**src/rtl/uart_mmio.sv**
```systemverilog
// 8N1 UART peripheral on the single-cycle MMIO bus: TX/RX FIFOs, programmable
// baud divisor, loopback, sticky error flags and a registered level interrupt.

module uart_mmio_fifo #(
  parameter int DEPTH = 8
) (
  input  logic       clk,
  input  logic       rst_n,
  input  logic       flush,
  input  logic       push,
  input  logic       pop,
  input  logic [7:0] wdata,
  output logic [7:0] head,
  output logic       full,
  output logic       empty
);
  localparam int AW = $clog2(DEPTH);
  localparam logic [AW:0] PTR_ONE = (AW+1)'(1);

  logic [7:0]  mem_q [DEPTH];
  logic [AW:0] wptr_q, rptr_q;
  logic        do_push, do_pop;

  // Full/empty come from the registered pointers, so a same-cycle pop never frees a slot.
  assign full    = (wptr_q[AW] != rptr_q[AW]) && (wptr_q[AW-1:0] == rptr_q[AW-1:0]);
  assign empty   = (wptr_q == rptr_q);
  assign do_push = push && !full && !flush;
  assign do_pop  = pop && !empty && !flush;
  assign head    = mem_q[rptr_q[AW-1:0]];

  always_ff @(posedge clk or negedge rst_n) begin
    if (!rst_n) begin
      wptr_q <= '0;
      rptr_q <= '0;
    end else if (flush) begin
      wptr_q <= '0;
      rptr_q <= '0;
    end else begin
      if (do_push) wptr_q <= wptr_q + PTR_ONE;
      if (do_pop)  rptr_q <= rptr_q + PTR_ONE;
    end
  end

  always_ff @(posedge clk) begin
    if (do_push) mem_q[wptr_q[AW-1:0]] <= wdata;
  end
endmodule

module uart_mmio #(
  parameter int                   FIFO_DEPTH = 8,
  parameter int                   DIV_WIDTH  = 16,
  parameter logic [DIV_WIDTH-1:0] DIV_RESET  = DIV_WIDTH'(16),
  parameter logic [31:0]          ID_VALUE   = 32'hA1C0_0002
) (
  input  logic        clk,
  input  logic        rst_n,
  input  logic [7:0]  addr,
  input  logic [31:0] wdata,
  input  logic        we,
  input  logic        re,
  output logic [31:0] rdata,
  output logic        ready,
  output logic        uart_tx,
  input  logic        uart_rx,
  output logic        irq
);
  localparam logic [DIV_WIDTH-1:0] CNT_ONE = DIV_WIDTH'(1);
  localparam logic [DIV_WIDTH-1:0] DIV_MIN = DIV_WIDTH'(2);

  typedef enum logic [1:0] {TX_IDLE, TX_START, TX_DATA, TX_STOP} tx_state_e;
  typedef enum logic [2:0] {RX_IDLE, RX_START, RX_DATA, RX_STOP, RX_WAIT} rx_state_e;

  logic wr_ctrl, wr_status, wr_div, wr_txdata, rd_rxdata, tx_flush, rx_flush;
  logic tx_en_q, rx_en_q, ie_rx_q, ie_tx_q, ie_err_q, loop_q;
  logic ovr_q, ovr_d, ferr_q, ferr_d, irq_q;
  logic [DIV_WIDTH-1:0] div_q, eff_div;
  logic [7:0] tx_head, rx_head;
  logic tx_full, tx_empty, rx_full, rx_empty, tx_busy;
  logic unused_wdata;

  assign wr_ctrl   = we && (addr == 8'h04);
  assign wr_status = we && (addr == 8'h08);
  assign wr_div    = we && (addr == 8'h0C);
  assign wr_txdata = we && (addr == 8'h10);
  assign rd_rxdata = re && (addr == 8'h14);
  assign tx_flush  = wr_ctrl && wdata[5];
  assign rx_flush  = wr_ctrl && wdata[6];
  assign ready     = we | re;
  assign eff_div   = (div_q < DIV_MIN) ? DIV_MIN : div_q;
  assign unused_wdata = ^wdata;

  always_ff @(posedge clk or negedge rst_n) begin
    if (!rst_n) begin
      {tx_en_q, rx_en_q, ie_rx_q, ie_tx_q, ie_err_q, loop_q} <= '0;
      div_q <= DIV_RESET;
    end else begin
      if (wr_ctrl) {loop_q, ie_err_q, ie_tx_q, ie_rx_q, rx_en_q, tx_en_q} <= {wdata[7], wdata[4:0]};
      if (wr_div)  div_q <= wdata[DIV_WIDTH-1:0];
    end
  end

  // ---------------- TX path ----------------
  tx_state_e            tx_state_q, tx_state_d;
  logic [DIV_WIDTH-1:0] tx_cnt_q, tx_cnt_d, tx_div_q, tx_div_d;
  logic [2:0]           tx_bit_q, tx_bit_d;
  logic [7:0]           tx_sh_q, tx_sh_d;
  logic                 tx_q, tx_d, tx_pop, tx_go, tx_start, tx_tick;

  uart_mmio_fifo #(.DEPTH(FIFO_DEPTH)) u_tx_fifo (
    .clk(clk), .rst_n(rst_n), .flush(tx_flush), .push(wr_txdata), .pop(tx_pop),
    .wdata(wdata[7:0]), .head(tx_head), .full(tx_full), .empty(tx_empty)
  );

  assign tx_go   = tx_en_q && !tx_empty && !tx_flush;
  assign tx_tick = (tx_cnt_q == tx_div_q);
  assign tx_busy = (tx_state_q != TX_IDLE);

  always_comb begin
    tx_state_d = tx_state_q;
    tx_cnt_d   = tx_cnt_q + CNT_ONE;
    tx_div_d   = tx_div_q;
    tx_bit_d   = tx_bit_q;
    tx_sh_d    = tx_sh_q;
    tx_d       = tx_q;
    tx_pop     = 1'b0;
    tx_start   = 1'b0;
    case (tx_state_q)
      TX_IDLE: begin
        tx_cnt_d = CNT_ONE;
        tx_d     = 1'b1;
        tx_start = tx_go;
      end
      TX_START: if (tx_tick) begin
        tx_state_d = TX_DATA;
        tx_cnt_d   = CNT_ONE;
        tx_bit_d   = 3'd0;
        tx_d       = tx_sh_q[0];
      end
      TX_DATA: if (tx_tick) begin
        tx_cnt_d = CNT_ONE;
        if (tx_bit_q == 3'd7) begin
          tx_state_d = TX_STOP;
          tx_d       = 1'b1;
        end else begin
          tx_bit_d = tx_bit_q + 3'd1;
          tx_sh_d  = tx_sh_q >> 1;
          tx_d     = tx_sh_q[1];
        end
      end
      TX_STOP: if (tx_tick) begin
        tx_state_d = TX_IDLE;
        tx_cnt_d   = CNT_ONE;
        tx_start   = tx_go;
      end
      default: tx_state_d = TX_IDLE;
    endcase
    // Shared by IDLE and the end of STOP so back-to-back frames have no gap.
    if (tx_start) begin
      tx_state_d = TX_START;
      tx_cnt_d   = CNT_ONE;
      tx_div_d   = eff_div;
      tx_sh_d    = tx_head;
      tx_d       = 1'b0;
      tx_pop     = 1'b1;
    end
  end

  always_ff @(posedge clk or negedge rst_n) begin
    if (!rst_n) begin
      tx_state_q <= TX_IDLE;
      tx_cnt_q   <= CNT_ONE;
      tx_div_q   <= DIV_MIN;
      tx_bit_q   <= '0;
      tx_sh_q    <= '0;
      tx_q       <= 1'b1;
    end else begin
      tx_state_q <= tx_state_d;
      tx_cnt_q   <= tx_cnt_d;
      tx_div_q   <= tx_div_d;
      tx_bit_q   <= tx_bit_d;
      tx_sh_q    <= tx_sh_d;
      tx_q       <= tx_d;
    end
  end

  assign uart_tx = tx_q | loop_q;

  // ---------------- RX path ----------------
  rx_state_e            rx_state_q, rx_state_d;
  logic [DIV_WIDTH-1:0] rx_cnt_q, rx_cnt_d, rx_div_q, rx_div_d;
  logic [2:0]           rx_bit_q, rx_bit_d;
  logic [7:0]           rx_sh_q, rx_sh_d;
  logic                 rx_s1_q, rx_s2_q, rx_prev_q, rx_line, rx_push, rx_ferr, rx_tick;

  uart_mmio_fifo #(.DEPTH(FIFO_DEPTH)) u_rx_fifo (
    .clk(clk), .rst_n(rst_n), .flush(rx_flush), .push(rx_push), .pop(rd_rxdata),
    .wdata(rx_sh_q), .head(rx_head), .full(rx_full), .empty(rx_empty)
  );

  // Loopback taps the internal TX bit directly, skipping the synchroniser.
  assign rx_line = loop_q ? tx_q : rx_s2_q;
  assign rx_tick = (rx_cnt_q == rx_div_q);

  always_comb begin
    rx_state_d = rx_state_q;
    rx_cnt_d   = rx_cnt_q + CNT_ONE;
    rx_div_d   = rx_div_q;
    rx_bit_d   = rx_bit_q;
    rx_sh_d    = rx_sh_q;
    rx_push    = 1'b0;
    rx_ferr    = 1'b0;
    case (rx_state_q)
      RX_IDLE: begin
        rx_cnt_d = CNT_ONE;
        if (rx_prev_q && !rx_line) begin
          rx_state_d = RX_START;
          rx_div_d   = eff_div;
        end
      end
      RX_START: if (rx_cnt_q == (rx_div_q >> 1)) begin
        rx_cnt_d   = CNT_ONE;
        rx_bit_d   = 3'd0;
        rx_state_d = rx_line ? RX_IDLE : RX_DATA;
      end
      RX_DATA: if (rx_tick) begin
        rx_cnt_d = CNT_ONE;
        rx_sh_d  = {rx_line, rx_sh_q[7:1]};
        rx_bit_d = rx_bit_q + 3'd1;
        if (rx_bit_q == 3'd7) rx_state_d = RX_STOP;
      end
      RX_STOP: if (rx_tick) begin
        rx_cnt_d   = CNT_ONE;
        rx_push    = rx_line;
        rx_ferr    = !rx_line;
        rx_state_d = rx_line ? RX_IDLE : RX_WAIT;
      end
      RX_WAIT: if (rx_line) rx_state_d = RX_IDLE;
      default: rx_state_d = RX_IDLE;
    endcase
    if (!rx_en_q) begin
      rx_state_d = RX_IDLE;
      rx_push    = 1'b0;
      rx_ferr    = 1'b0;
    end
  end

  always_ff @(posedge clk or negedge rst_n) begin
    if (!rst_n) begin
      rx_s1_q    <= 1'b1;
      rx_s2_q    <= 1'b1;
      rx_prev_q  <= 1'b1;
      rx_state_q <= RX_IDLE;
      rx_cnt_q   <= CNT_ONE;
      rx_div_q   <= DIV_MIN;
      rx_bit_q   <= '0;
      rx_sh_q    <= '0;
    end else begin
      rx_s1_q    <= uart_rx;
      rx_s2_q    <= rx_s1_q;
      rx_prev_q  <= rx_line;
      rx_state_q <= rx_state_d;
      rx_cnt_q   <= rx_cnt_d;
      rx_div_q   <= rx_div_d;
      rx_bit_q   <= rx_bit_d;
      rx_sh_q    <= rx_sh_d;
    end
  end

  // ---------------- flags, interrupt, read mux ----------------
  assign ovr_d  = (ovr_q  & ~(wr_status & wdata[5])) | (rx_push & rx_full);
  assign ferr_d = (ferr_q & ~(wr_status & wdata[6])) | rx_ferr;

  always_ff @(posedge clk or negedge rst_n) begin
    if (!rst_n) begin
      ovr_q  <= 1'b0;
      ferr_q <= 1'b0;
      irq_q  <= 1'b0;
    end else begin
      ovr_q  <= ovr_d;
      ferr_q <= ferr_d;
      irq_q  <= (ie_rx_q & ~rx_empty) | (ie_tx_q & tx_empty) | (ie_err_q & (ovr_q | ferr_q));
    end
  end

  assign irq = irq_q;

  always_comb begin
    rdata = '0;
    if (re) begin
      case (addr)
        8'h00: rdata = ID_VALUE;
        8'h04: rdata = {24'd0, loop_q, 2'b00, ie_err_q, ie_tx_q, ie_rx_q, rx_en_q, tx_en_q};
        8'h08: rdata = {25'd0, ferr_q, ovr_q, tx_busy, rx_empty, rx_full, tx_empty, tx_full};
        8'h0C: rdata = 32'(div_q);
        8'h14: rdata = rx_empty ? 32'd0 : {24'd0, rx_head};
        default: rdata = '0;
      endcase
    end
  end
endmodule

```
**config.mk**
```make
export PLATFORM = sky130hd
export DESIGN_NAME = uart_mmio
export DESIGN_NICKNAME = d
export VERILOG_FILES = /design/src/rtl/uart_mmio.sv
export SDC_FILE = /design/constraint.sdc
export NUM_CORES = 1
export LEC_CHECK = 0
export ABC_AREA = 1
export CORE_AREA = 5 5 149 151
export DETAILED_ROUTE_END_ITERATION = 16
export DIE_AREA = 0 0 154 156
export GPL_TIMING_DRIVEN = 1
export PLACE_DENSITY = 0.84
export SETUP_SLACK_MARGIN = 0.02
export SLEW_MARGIN = 10
export SYNTH_ARGS = -nofsm -noshare
export SYNTH_HDL_FRONTEND = slang
export SYNTH_HIERARCHICAL = 1
export SYNTH_SLANG_ARGS = --single-unit
```
**constraint.sdc**
```tcl
create_clock -name clk -period 5.6 [get_ports clk]
set_clock_uncertainty 0.2 [all_clocks]
set_input_delay 1.12 -clock clk [delete_from_list [all_inputs] [get_ports clk]]
set_output_delay 1.12 -clock clk [all_outputs]
set_load 0.01 [all_outputs]
```
==> impl_metrics.yaml <==
worst_setup_path:
  critical_path.max_stage_delay_ns: 0.62
  rrSetupSlack_ns: 2.70
  r2r-end: "u_rx_fifo/mem_q[3][1]"
  reg2reg_from: "rx_cnt_q[0]"
  path_max_fanout: 8
  worstRegToRegCells: 11
  criticalPathCategory: "primary input to output port"
  crit_family: "simple AND/OR/NAND/NOR gates"
  arrival_ns: 3.73
  crit_required_ns: 4.28
  crit_chain: "clkdlybuf4s50_1 -> nor2_2 -> inv_2 -> nor3_4 -> nand2_1 -> nor2_1 -> nand2_1 -> a41oi_1 -> clkdlybuf4s50_1"
  worst_setup_path_start_kind: "primary input"
  endpoint_kind: "output port"
  crit_path_top_delay_cell: "clkdlybuf4s50_1"
  cp_num_buf_inv: 3
routing:
  routed_wl_um: 29200
  vias_per_cell: 5.61
  drtIter0Drc: 967
  ant_nets: 0
  drcViolationCount: 0
  wl_per_cell_um: 16.0
  first_pass_iters: 7
  via_count: 10300
yosys:
  syn_area_um2: 13000
  yosys-top-cells-count: "nand2_1, nor2_1, edfxtp_1, dfrtp_1, inv_1"
  synth_top_area_cell: "edfxtp_1"
  yosysWarnings: 6
  syn_inst: 1494
  synth.area.top_cells: "edfxtp_1, dfrtp_1, nand2_1"
  ys_seq_area_share_pct: 55.6
  avgSynthCellArea_um2: 8.73
  synth_top_area_share_pct: 29.5
  async_flop_share_pct: 51.5
  synthFlopType: "edfxtp_1"
  synth_cell_type_count: 53
  yosysMostFrequentCell: "nand2_1"
  synth_edf_count: 128
  synth_seq_cells: 264
timing:
  slew_viol_final: 0
  hold_viol: 0
  finalCritPeriodShare_pct: 90.2
  period_minus_slack_ns: 5.05
  worst_pin_slew_ns: 1.01
  fmax_mhz: 198
  final.setup.tns_ns: 0
  hold_ws_ns: 0.170
  max_slew_margin_pct: 32.5
  rsz0062_at_grt: "no"
  setup_viol: 0
hold_path:
  holdPathStages: 0
  min_path_type: "flop to flop"
  hold_path_end: "rx_s2_q"
  min_from: "rx_s1_q"
die:
  dieArea_um2: 24000
  fp.dieH_um: 156
  core-area_um2: 20700
  floorplan.initialDensity_pct: 63.1
  io_pins: 80
  rows: 53
  die_w_um: 154
placed_design:
  numPortBuffers: 52
  place.gp.congestion: 0.909
  dp_hpwl_um: 19300
  placed_area_um2: 13600
grt:
  grt_antenna_before_repair: 1
  grt_pass1_vias: 9802
  grt_pass1_wl_um: 48100
  grt_use_total_pct: 24.2
  grt_max_degree: 96
  grt.overflow.total: 0
clock_network:
  cts-buffers-inserted: 27
  ctsResizeCount: 0
  holdBufCountCts: 0
  clk_pin_slew_worst_paths_ns: 0.06
  cts_buffer_depth: 3
  cts.sinks: 264
  insertion_delay_ns: 0.55
  postCtsSetupBuffers: 0
  cts_tree: "done"
  root_buffer: "clkbuf_16"
  htreeDepth: 1
final_layout:
  final_nets: 1589
  synthToLayoutAreaGrowth_pct: 10.6
  n_fill_cell: 1579
  layout-drive-gt1-share_pct: 8.70
  antenna_cells: 0
  design_area_um2: 14400
  finish.utilization_pct: 69.8
power_and_ir_drop:
  p_leak_nw: 6.22
  design_power_total_mw: 5.16
  ir_drop_v: 0.000297
  power_density_nw_per_um2: 358
run:
  cap_violations: 0
run_status:
  outcome: "complete, no violations"
-- per-stage QoR --
step	setup WS, ns	cells
finish	0.549	1826
global route	0.394	1826
CTS	0.563	1826
detailed placement	0.576	1776
global placement	0.723	1776
floorplan	2.07	1504
-- sequential cells by signal (all words and copies together), names as in the netlist, 4 cells and up --
| name | count |
|---|---|
| div_q | 16 |
| rx_cnt_q | 16 |
| rx_div_q | 16 |
| rx_sh_q | 8 |
| tx_cnt_q | 16 |
| tx_div_q | 16 |
| tx_sh_q | 8 |
| u_rx_fifo/mem_q | 64 |
| u_rx_fifo/rptr_q | 4 |
| u_rx_fifo/wptr_q | 4 |
| u_tx_fifo/mem_q | 64 |
| u_tx_fifo/rptr_q | 4 |
| u_tx_fifo/wptr_q | 4 |
-- per-layer routing --
metal / global-route usage (%) / vias up / wire [um]
met3: 4.02 / 67 / 2470
li1: - / 4946 / -
met4: 7.95 / 2 / 875
met5: 0 / - / 13
met2: 39.5 / 447 / 14000
met1: 33.5 / 4790 / 11800
-- kinds of logic after synthesis --
family / Yosys count / synth area share, %
mux: 2 / 0.173
other cells: 1 / 0.0287
xor+xnor: 21 / 1.41
simple gates: 789 / 26.0
fa+ha+maj: 14 / 1.34
buf+inv: 213 / 7.45
compound gates: 190 / 7.98
flops: 264 / 55.6
-- area by class of cell --
class | count | area, um2 | area share [%]
clock buffer | 36 | 739 | 5.12
clock inverter | 14 | 87.6 | 0.607
sequential | 264 | 7260 | 50.3
timing repair buffer | 60 | 582 | 4.03
inverter | 150 | 564 | 3.91
multi-input combinational | 1027 | 4860 | 33.6
tap | 275 | 344 | 2.38
-- power by group --
group	internal [mW]	leakage (nW)	total, mW	switching (mW)
sequential	2.23	2.80	2.40	0.165
clock	0.932	0.410	1.66	0.730
combinational	0.371	3.02	1.10	0.732
-- how the worst max path moves through the flow --
stage / start / endpoint / cells past startpoint
after detailed placement: addr[1] / rdata[1] / 9
after CTS: addr[1] / rdata[1] / 9
final: addr[1] / rdata[1] / 9
after floorplan: addr[1] / rdata[0] / 7
after global placement: addr[1] / rdata[1] / 9
after global routing: addr[1] / rdata[1] / 9
-- cells in the final DEF (no fill, tap or decap), drive strengths merged, types with 11 or more instances in the layout --
master / instances
edfxtp: 128
dfrtp: 127
clkdlybuf4s50: 51
nand4: 35
nand3: 62
inv: 148
o22ai: 32
clkinv: 14
a21oi: 23
o21ai: 122
nand2: 451
conb: 11
ha: 14
clkbuf: 36
nor3: 22
xor2: 19
nor2: 207
No activity file was read; power rests on OpenSTA's default activity.
==> RTL edit 1: new RTL, same flow settings <==
Encoding of `tx_state_e`: now one-hot (4 bits for 4 states).
--- a/src/rtl/uart_mmio.sv
+++ b/src/rtl/uart_mmio.sv
@@ -69,3 +69,3 @@
 
-  typedef enum logic [1:0] {TX_IDLE, TX_START, TX_DATA, TX_STOP} tx_state_e;
+  typedef enum logic [3:0] {TX_IDLE = 4'b0001, TX_START = 4'b0010, TX_DATA = 4'b0100, TX_STOP = 4'b1000} tx_state_e;
   typedef enum logic [2:0] {RX_IDLE, RX_START, RX_DATA, RX_STOP, RX_WAIT} rx_state_e;
Behaviour: same outputs for any inputs over 4 cycles, from zero or initial values and one cycle with rst_n low; so few cycles prove little.
==> RTL edit 1 against the original RTL <==
Non-clock buffer count shrank 1; area after synthesis grew 0.47%; worst setup slack improved by 0.18 ns; final area increased by 1.8%; wire length down 0.33%; sequential cell count grew 2; critical path type unchanged; hold slack worse by 0.015 ns; count of clock-buffer cells in the layout increased by 1; critical endpoint is now rdata[2].
Power is not compared: it rests on default switching activity, and its combinational part moved more than twofold at a synthesized area within 25%.
==> RTL edit 1: results (changes against the original RTL) <==
Outcome
  – Outcome: completed

Clocking
  – Total CTS buffers: 28 (+3.7%)

Setup path
  – Cells on worst reg2reg path: 7 (-4)
  – Worst r2r dst: u_tx_fifo/mem_q[2][3]
  – Critical R2R Launch: u_tx_fifo/rptr_q[0]
  – Crit path to: rdata[2]
  – R2R setup slack: 2.47 ns (-0.23 ns)
  – Crit path arrival time: 3.55 ns (-0.18 ns)

Route
  – Initial DRC count: 983 (+1.7%)
  – Top Layer Used: met4
  – WL met1: 12000 um (+1.6%)
  – DRT Pass-1 Iters: 6 (-1)

GRT
  – Met1 Usage GRT: 0.326 (-0.00931)
  – Number of global-route vias before repair: 9436 (-3.7%)
  – Initial antenna violation count: 0 (-1)
  – Met2 usage: 0.406 (+0.0110)
  – M3 GR Usage: 0.0308 (-0.00943)

Synthesis
  – Synthesized-area fraction occupied by adder cells: 0.00954 (-0.00388)
  – Complex-gate fraction of the synthesized area: 0.0888 (+0.00898)
  – Synth unique cells: 48 (-9.4%)
  – Post-synth top cells: 353 x nand2_1, 198 x nor2_1, 128 x dfrtp_1, 128 x edfxtp_1, 121 x inv_1

Timing
  – Fin crit period: 4.87 ns (-0.177 ns)
  – Rel. slew slack: 0.350 (+0.0250)

Placed design
  – HPWL after detailed placement: 19200 um (-0.50%)
  – Post-DP Area: 13600 um^2 (+0.28%)
==> RTL edit 1: changes by cell type in the layout (fill, tap and decap cells not counted), sizes merged, moves of 4 or more <==
cell and change:
a22oi +4, nor3 -12, inv -15, a41oi -5
ha -4, bufinv +6, nand3 +9, nor2 +18
xor2 +27, a21oi +7, nand2 -82
==> RTL edit 1: worst reg2reg max path: stages (launching register included) <==
cell and delay (ns):
dfrtp_1 0.32, buf_4 0.34, clkinv_2 0.51, nand2_2 0.23, nand2_1 0.10, nand4_4 0.16, nand3_4 0.13, nor2_1 0.75
==> RTL edit 1: final cells by class <==
cell class                      instances  area, um^2
Clock inverter                         15         233
Fill cell                            1464        6000
Timing Repair Buffer                   59         574
Inverter                              136         512
Tap cell                              275         344
Clock buffer                           37         812
Multi-Input combinational cell        991        4900
Sequential cell                       266        7310
==> RTL edit 1: power breakdown <==
group	internal, mW	switching (mW)	total [mW]
clock network	1.30	0.752	2.05
registers	2.07	0.0227	2.09
logic	0.0513	0.0978	0.149
total	3.41	0.872	4.29
==> RTL edit 2: new RTL, same settings <==
Made on the original files. Set the parameter `FIFO_DEPTH` to 4 (it was 8).
--- a/src/rtl/uart_mmio.sv
+++ b/src/rtl/uart_mmio.sv
@@ -49,3 +49,3 @@
 module uart_mmio #(
-  parameter int                   FIFO_DEPTH = 8,
+  parameter int                   FIFO_DEPTH = 4,
   parameter int                   DIV_WIDTH  = 16,
Formal check against the unedited RTL: not equivalent (Yosys sat finds a counterexample within 10 cycles, from zero or initial values and one cycle with rst_n low).
==> RTL edit 2 against the original RTL <==
Area after synthesis down 22%; power down 20%; non-clock buffer count down 3; first-iteration DRC count down 35%; wire length down 23%; sequential cell count down 68; final area down 21%; worst setup slack better by 0.29 ns.
==> RTL edit 2: results (changes against the original RTL) <==
Clocking
  – Clk buf depth: 2 (-1)
  – H-tree Lvls: 4 (+3)
  – Later-pin clock latency in the skew report: 0.44 ns (-0.11 ns)
  – Clock-pin slew on the worst setup and hold paths: 0.07 ns
  – TritonCTS Sinks: 196 (-26%)

Route
  – Initial DRC count: 624 (-35%)
  – Final wirelength: 22500 um (-23%)
  – Vias/cell: 5.21 (-7.2%)
  – DRT Pass-1 Iters: 5 (-2)

Setup path
  – CP max stage delay: 0.59 ns (-0.03 ns)
  – R2R setup slack: 2.57 ns (-0.13 ns)
  – CP top delay family: buffers and inverters
  – Crit path arrival time: 3.44 ns (-0.29 ns)

Synthesis
  – Top cells by area, synth: dfrtp_1 30%, edfxtp_1 19%, nand2_1 14%, nor2_1 6.0%, inv_1 4.8%
  – Xor/xnor cell area share of the yosys netlist: 0.0209 (+0.00685)
  – Asr flop ratio synth: 0.673 (+0.158)
  – Post-synth top flop: dfrtp_1
  – Synthesized-area fraction occupied by adder cells: 0.0246 (+0.0112)
  – Complex-gate fraction of the synthesized area: 0.0746 (-0.00513)
  – Post-synth EDFFs: 64 (-50%)
  – Mux cell area share after synthesis: 0.00320 (+0.00148)
  – Sequential share of the synthesized area: 0.516 (-0.0407)
  – Synth unique cells: 52 (-1.9%)

Layout
  – Fraction of area in multi-input gates: 0.358 (+0.0215)
  – NumNets Final: 1326 (-17%)
  – Layout cells sized above 1: 0.0801 (-0.00698)
  – Non-clock buffer area fraction after layout: 0.0492 (+0.00888)
  – Clock network area share: 0.0527 (-0.00459)
  – Logic inverters: 149 (-0.67%)
  – FILL cells: 1811 (+15%)
  – Fraction of area in registers: 0.461 (-0.0424)
  – Clock buffers: 17 (-53%)

GRT
  – Largest net degree at the start of global routing: 91 (-5.2%)
  – Number of global-route vias before repair: 7818 (-20%)
  – First-pass GRT wire length: 37300 um (-23%)

Placed design
  – GP Congestion: 0.864 (-5.0%)
  – HPWL after detailed placement: 15800 um (-18%)

Pwr
  – Cell Pwr Density: 361 nW/um^2 (+1.1%)
  – Leak pwr: 5.17 nW (-17%)
  – Peak VDD IR: 0.000231 V (-22%)

Timing
  – Final Hold Slack: 0.168 ns (-0.00227 ns)
  – Rel. slew slack: 0.410 (+0.0844)

Outcome
  – Outcome: completed
## RTL edit 2: through the flow
stage / area (um^2) / utilization / cells / worst slack [ns]
2_1_floorplan: 10200 / - / 1229 / 2.03
3_3_place_gp: 10800 / 0.521 / 1517 / 0.885
3_5_place_dp: 10800 / 0.521 / 1517 / 0.845
4_1_cts: 11400 / 0.549 / 1549 / 0.831
5_1_grt: 11400 / 0.549 / 1549 / 0.675
6_report: 11400 / 0.549 / 1549 / 0.836
## RTL edit 2: worst paths after layout
path                       cells after the start                    end
hold reg to reg                                0                rx_s2_q
hold / removal                                 0                rx_s2_q
setup / recovery                               9               rdata[4]
min in group asynchronous                      1    u_rx_fifo/wptr_q[1]
setup reg to reg                              11  u_rx_fifo/mem_q[2][0]
max in group asynchronous                      2                   tx_q
## RTL edit 2: metal layers
layer	routed length (um)	global-route usage	up-vias	share of wire
met1	9720	0.243	3820	0.43
met2	11300	0.332	253	0.50
li1	-	-	3966	-
met3	1110	0.0330	32	0.049
met4	346	0.0547	0	0.015
met5	0	0	-	0
## RTL edit 2: logic make-up (layout without fill, tap and decap cells)
| family | count (synthesis) | in the layout |
|---|---|---|
| other cells | 1 | 11 |
| flops | 196 | 196 |
| simple gates | 648 | 648 |
| buf+inv | 193 | 238 |
| compound gates | 138 | 138 |
| xor+xnor | 20 | 20 |
| mux | 3 | 3 |
| fa+ha+maj | 20 | 20 |
## RTL edit 2: power by group
| group | total, mW | internal [mW] | switching [mW] |
|---|---|---|---|
| Sequential | 1.86 | 1.68 | 0.183 |
| Combinational | 1.01 | 0.352 | 0.656 |
| Clock | 1.24 | 0.643 | 0.599 |
| Total | 4.11 | 2.67 | 1.44 |
